**src/rtl/poisson_array_sequencer.sv**
```systemverilog
// Neuron state memory and sweep sequencer for the Poisson neuron array.
// Each dT tick streams every state word through the update stage, writes it back and queues spikes as AER events.
module poisson_array_sequencer #(
    parameter int N_NEURONS        = 16,
    parameter int ADDR_WIDTH       = 4,
    parameter int ACTIVITY_WIDTH   = 9,
    parameter int REFRACTORY_WIDTH = 4,
    parameter int NEUR_WIDTH       = ACTIVITY_WIDTH + REFRACTORY_WIDTH,
    parameter int FIFO_DEPTH       = 8
) (
    input  logic                      clk,
    input  logic                      reset,
    input  logic                      tick,
    input  logic                      cfg_we,
    input  logic [ADDR_WIDTH-1:0]     cfg_addr,
    input  logic [ACTIVITY_WIDTH-1:0] cfg_activity,
    output logic                      poisson_en,
    output logic [NEUR_WIDTH-1:0]     poisson_in,
    input  logic [NEUR_WIDTH-1:0]     poisson_out,
    input  logic                      spike,
    output logic                      aer_valid,
    output logic [ADDR_WIDTH-1:0]     aer_addr,
    input  logic                      aer_ready,
    output logic                      busy,
    output logic                      overrun,
    output logic                      overflow
);

    localparam int FW = $clog2(FIFO_DEPTH);
    localparam logic [ADDR_WIDTH-1:0] LAST_ADDR = ADDR_WIDTH'(N_NEURONS - 1);
    localparam logic [FW:0] FIFO_FULL = (FW + 1)'(FIFO_DEPTH);

    typedef enum logic [1:0] {IDLE, SWEEP, DRAIN} state_t;

    state_t state, state_nxt;

    logic [NEUR_WIDTH-1:0] mem [N_NEURONS];
    logic [ADDR_WIDTH-1:0] rd_addr;
    logic [ADDR_WIDTH-1:0] wb_addr;
    logic                  wb_valid;
    logic                  cfg_hit;

    logic [ADDR_WIDTH-1:0] fifo [FIFO_DEPTH];
    logic [FW-1:0]         rd_ptr;
    logic [FW-1:0]         wr_ptr;
    logic [FW:0]           count;
    logic                  full;
    logic                  pop;
    logic                  push_req;
    logic                  push;

    always_ff @(posedge clk) begin
        if (reset) state <= IDLE;
        else       state <= state_nxt;
    end

    always_comb begin
        state_nxt = state;
        case (state)
            IDLE:    if (tick) state_nxt = SWEEP;
            SWEEP:   if (rd_addr == LAST_ADDR) state_nxt = DRAIN;
            DRAIN:   state_nxt = IDLE;
            default: state_nxt = IDLE;
        endcase
    end

    assign busy       = (state != IDLE);
    assign poisson_en = (state == SWEEP);
    assign poisson_in = poisson_en ? mem[rd_addr] : '0;

    // Host writes only land between sweeps; a same-cycle tick sees the new word one cycle later.
    assign cfg_hit = cfg_we && (state == IDLE) && (32'(cfg_addr) < N_NEURONS);

    always_ff @(posedge clk) begin
        if (reset) begin
            for (int i = 0; i < N_NEURONS; i++) mem[i] <= '0;
        end else begin
            if (wb_valid) mem[wb_addr] <= poisson_out;
            if (cfg_hit)  mem[cfg_addr] <= {cfg_activity, {REFRACTORY_WIDTH{1'b0}}};
        end
    end

    always_ff @(posedge clk) begin
        if (reset) begin
            rd_addr  <= '0;
            wb_addr  <= '0;
            wb_valid <= 1'b0;
            overrun  <= 1'b0;
        end else begin
            wb_valid <= poisson_en;
            wb_addr  <= rd_addr;
            if (state == IDLE && tick) rd_addr <= '0;
            else if (state == SWEEP)   rd_addr <= rd_addr + 1'b1;
            if (tick && busy) overrun <= 1'b1;
        end
    end

    // A full FIFO still accepts a spike when the head leaves in the same cycle.
    assign aer_valid = (count != '0);
    assign aer_addr  = fifo[rd_ptr];
    assign full      = (count == FIFO_FULL);
    assign pop       = aer_valid && aer_ready;
    assign push_req  = wb_valid && spike;
    assign push      = push_req && (!full || pop);

    always_ff @(posedge clk) begin
        if (push) fifo[wr_ptr] <= wb_addr;
    end

    always_ff @(posedge clk) begin
        if (reset) begin
            rd_ptr   <= '0;
            wr_ptr   <= '0;
            count    <= '0;
            overflow <= 1'b0;
        end else begin
            if (push) wr_ptr <= wr_ptr + 1'b1;
            if (pop)  rd_ptr <= rd_ptr + 1'b1;
            if (push && !pop)      count <= count + 1'b1;
            else if (pop && !push) count <= count - 1'b1;
            if (push_req && !push) overflow <= 1'b1;
        end
    end

endmodule
```
**config.mk**
```make
export PLATFORM = sky130hd
export DESIGN_NAME = poisson_array_sequencer
export DESIGN_NICKNAME = d
export VERILOG_FILES = /design/src/rtl/poisson_array_sequencer.sv
export SDC_FILE = /design/constraint.sdc
export NUM_CORES = 1
export LEC_CHECK = 0
export ABC_AREA = 1
export BUFFER_PORTS_ARGS = -buffer_cell sky130_fd_sc_hd__buf_2
export CORE_AREA = 10 10 197 199
export CTS_BUF_LIST = sky130_fd_sc_hd__clkbuf_16
export DETAILED_ROUTE_END_ITERATION = 10
export DIE_AREA = 0 0 207 209
export GPL_TIMING_DRIVEN = 0
export SYNTH_ARGS = -nofsm -noshare
export SYNTH_HDL_FRONTEND = slang
export SYNTH_SLANG_ARGS = --single-unit
```
**constraint.sdc**
```tcl
create_clock -name clk -period 2.8 [get_ports clk]
set_clock_uncertainty 0.1 [all_clocks]
set_input_delay 0.42 -clock clk [delete_from_list [all_inputs] [get_ports clk]]
set_output_delay 0.42 -clock clk [all_outputs]
set_load 0.01 [all_outputs]
```
Yosys cells after proc, flatten, opt, wreduce, memory -nomap -nowiden
Memory sizes are Yosys's and may differ from the RTL's. A register that Yosys moved wholly into a read port is not among the register bits.
Cells that the tools add are included.
{"block": "totals", "register_bits": 23, "ramBits": 240, "input_bits": 32, "elab_cells": 68, "memories": 2}
{"name": "mem", "words": 16, "word_bits": 13, "rd": 1, "rd_ports_with_merged_regs": 1, "write_ports": 16, "line_no": "37", "source": "logic [NEUR_WIDTH-1:0] mem [N_NEURONS];"}
{"name": "fifo", "words": 8, "word_bits": 4, "rd": 1, "rd_ports_with_merged_regs": 1, "write_ports": 1, "line_no": "43", "source": "logic [ADDR_WIDTH-1:0] fifo [FIFO_DEPTH];"}
{"block": "classes", "add_sub_neg": 5, "n_eq_ne": 5, "n_mux": 26, "reduce_logical": 21}
{"operator": "13-bit 2-to-1 mux", "count": 3}
{"operator": "13-bit OR reduction", "count": 2}
{"operator": "4-bit 2-to-1 mux", "count": 6}
{"operator": "1-bit 2-to-1 mux", "count": 12}
{"operator": "1-bit logical AND", "count": 9}
{"operator": "4-bit by 1-bit adder with 4-bit output (second input constant)", "count": 2}
{"operator": "4-bit equality test (second input constant)", "count": 2}
{"operator": "3-bit by 1-bit adder with 3-bit output (second input constant)", "count": 2}
{"operator": "3-bit 2-to-1 mux", "count": 2}
{"operator": "2-bit 2-to-1 mux", "count": 2}
{"operator": "2-bit one-hot mux with 2 select lines", "count": 1}
{"operator": "2-bit nonzero test", "count": 2}
{"operator": "4-bit nonzero test", "count": 1}
{"operator": "4-bit by 1-bit subtractor with 4-bit output (second input constant)", "count": 1}
{"operator": "1-bit zero test", "count": 3}
{"operator": "2-bit by 1-bit equality test with 1-bit output (second input constant)", "count": 1}
{"operator": "2-bit zero test", "count": 1}
{"operator": "2-bit by 1-bit inequality test with 1-bit output (second input constant)", "count": 1}
{"operator": "2-bit inequality test (second input constant)", "count": 1}
{"operator": "2-bit AND reduction", "count": 1}
{"operator": "2-bit OR reduction", "count": 1}
{"operator": "1-bit logical OR", "count": 1}

Longest topological paths before layout
{"block": "logic_depth", "ltp_word": 8, "ltp_mapped": 13}

Worst setup path before layout
No wires, ideal clock.
{"block": "synth_path", "path_type": "input port to flip-flop", "startpoint": "in reset", "endpoint": "mem mem[0][10] (netlist name), enable pin", "setup_ps": 383, "t_arrival_ps": 1636, "required_ps": 2317, "setup_slack_ps": 680, "cell_stages": 7, "path_cell_list": "buf_6 inv_6 buf_8 nand2_8 nor2_4 inv_2 o211ai_1"}
{"element": "start, declared", "line_no": "12", "source": "input logic reset,"}
{"element": "end, declared", "line_no": "37"}

==> impl_metrics.csv <==
group,metric,value,unit
placed_design,port_buffers,39,
final_layout,nets,1799,
sta,hold_viol_final,0,
global_routing,grt_max_degree,15,
die,io_pins,54,
sta,slew_headroom,6.24,%
clock_tree,path_clk_slew,0.06,ns
logic_synthesis,synth-seq-cells,270,
power,leakagePower,0.00619,uW
sta,fin_crit,2.78,ns
setup_path,crit_fanout,10,
global_routing,grt_overflow,0,
final_layout,diodes,0,
setup_path,worstPathRequired,2.28,ns
drt,drt-pass1-iter-count,5,
drt,via_per_inst,5.44,
clock_tree,cts_max_level,1,
die,die_w,207,microns
sta,fmax,360,MHz
placed_design,postPlaceCellArea,14600,sq um
logic_synthesis,synth_commonest_cells,"nand2_1, nand3_1, o21ai_0",
sta,post-route-period-util,99.2,%
clock_tree,ctsHoldBuffers,0,
sta,fin_tns_setup,0,ns
die,rows,69,
logic_synthesis,postSynthCellCount,1691,
drt,wl_per_cell,21.0,microns
die,die_area,43300,sq um
logic_synthesis,synth-seq-area-share,51.9,%
logic_synthesis,synth.distinct_cells,41,
setup_path,cp-start-kind,"flop",
global_routing,antenna_found_initial,1,
clock_tree,cts_setup_buffers,0,
die,die_h,209,microns
clock_tree,clock_latency,0.56,ns
final_layout,utilization,44.8,%
logic_synthesis,syn-num-nets,1730,
sta,worst_pin_slew,1.40,ns
logic_synthesis,synth_area_leader_cell,"edfxtp_1",
sta,hold_slack,0.0203,ns
global_routing,grt.total_usage,21.0,%
power,ir_drop,0.408,mV
logic_synthesis,syn_avg_cell_area,8.17,sq um
clock_tree,cts.sinks,270,
logic_synthesis,synthArstFlopShare,0,%
drt,drtAntennaViolNets,0,
clock_tree,root_buffer,"clkbuf_16",
logic_synthesis,synth_most_common_cell,"nand2_1",
sta,finalSetupViolations,0,
placed_design,gp_congestion,0.935,
flow_run,drv_cap,0,
global_routing,grt_pass1_vias,11600,
drt,drc,0,
logic_synthesis,synth_area_leaders,"edfxtp_1, dfxtp_1, nand3_1, nand2_1, o21ai_0",
logic_synthesis,netlist_area,13800,sq um
clock_tree,cts_tree,"yes",
setup_path,crit_arrival,2.26,ns
logic_synthesis,synth_top_area_share,38.3,%
drt,vias,12200,
global_routing,grt_pass1_wl,71.5,mm
hold_path,hold_path.class,"primary input to flop",
power,fin_total_pwr,9540,uW
logic_synthesis,synth-warning-count,0,
sta,slew_violations,0,
clock_tree,ctsLongestPathBuffers,3,
placed_design,dp_hpwl,34.5,mm
drt,totalWireLength,47.0,mm
power,powerDensity,608,nW/um^2
setup_path,worstSetupPathType,"flop to output port",
setup_path,cp-end-kind,"output port",
status,status,"complete, no violations",
clock_tree,numCtsBuffers,29,
sta,rsz0062_at_grt,"yes",
final_layout,final_layout_size_suffix_gt1_share,12.2,%
die,initial_core_util,39.4,%
logic_synthesis,synth_edf_count,176,
final_layout,design_area,15700,sq um
final_layout,areaGrowthSynthToFinish,13.6,%
logic_synthesis,ys.flop_type,"edfxtp_1",
drt,drt_iter0_markers,1487,
die,coreArea,35100,sq um
## repair_timing
| item | 4_1_cts | 5_1_grt |
|---|---|---|
| gates resized for setup | 57 | 20 |
| setup endpoints to repair | 13 | 13 |
| pin swaps | 1 | 2 |
## critical path, cell delays in order, from the launching register on
cell	delay [ns]
dfxtp_2	0.34
buf_4	0.17
buf_8	0.16
buf_6	0.16
nand2_1	0.09
nand3_1	0.10
nand3_1	0.13
nand3_1	0.09
a21oi_1	0.25
buf_2	0.19
## where the power goes
| part | switching [uW] | internal (uW) |
|---|---|---|
| Sequential | 87.5 | 4380 |
| Clock | 1630 | 2240 |
| Combinational | 830 | 374 |
## cell usage in the layout (no fill, tap or decap), types with 29 or more instances in the layout
cell       count
o21ai_0      187
clkbuf_16     29
nand3_1      354
dfxtp_1       92
buf_2         75
edfxtp_1     176
nor2_1        56
nand2_1      366
inv_1        190
clkbuf_1      42
## per-stage QoR
stage / setup WS [ns] / cells
after detailed placement: -0.0669 / 2191
after CTS: 0.00162 / 2244
after floorplan: 0.680 / 1691
final: 0.0231 / 2244
after global placement: -0.0669 / 2191
after global routing: -0.0354 / 2244
## path summary, 6_finish.rpt
kind / from / endpoint / slack [ns] / cells after the start
worst min-delay path: tick / overrun$_SDFFE_PP0P_ / 0.02 / 3
worst max register to register: wb_addr[1]$_SDFF_PP0_ / mem[0][8]$_DFFE_PP_ / 0.11 / 5
worst min register to register: overflow$_SDFFE_PP0P_ / overflow$_SDFFE_PP0P_ / 0.37 / 2
worst max-delay path: flop / poisson_in[1] / 0.02 / 9
## logic make-up (layout without fill, tap and decap cells)
family / count (synthesis) / after routing / share of synthesized area [%]
muxes: 8 / 8 / 0.580
DFF: 270 / 270 / 51.9
adders and majority gates: 7 / 7 / 0.688
AOI/OAI and AO/OA: 260 / 260 / 9.70
and+or+nand+nor: 817 / 817 / 27.0
xor gates and xnor gates: 4 / 4 / 0.254
buffers and inverters: 325 / 417 / 9.86
## metal layers
metal / GRT usage (%) / vias up / routed length, microns
met5: 0 / - / 7
met4: 6.44 / 2 / 1470
met3: 3.71 / 98 / 4160
met2: 35.2 / 598 / 22200
met1: 27.0 / 5728 / 19200
li1: - / 5789 / -
## state kept, by name, indices dropped and copies added (netlist names), named ones only
name,cells
wb_addr,4
count,4
state,2
overflow,1
fifo,32
mem,208
overrun,1
rd_addr,4
wb_valid,1
wr_ptr,3
rd_ptr,3
## final cells by class
type	count	area, sq um
Clock buffer	29	726
Inverter	198	753
Multi-Input combinational cell	1096	5340
Fill cell	3516	19400
Clock inverter	25	214
Sequential cell	270	7170
Timing Repair Buffer	39	195
Buffer	126	717
Tap cell	461	577
(Power assumes the default switching activity.)
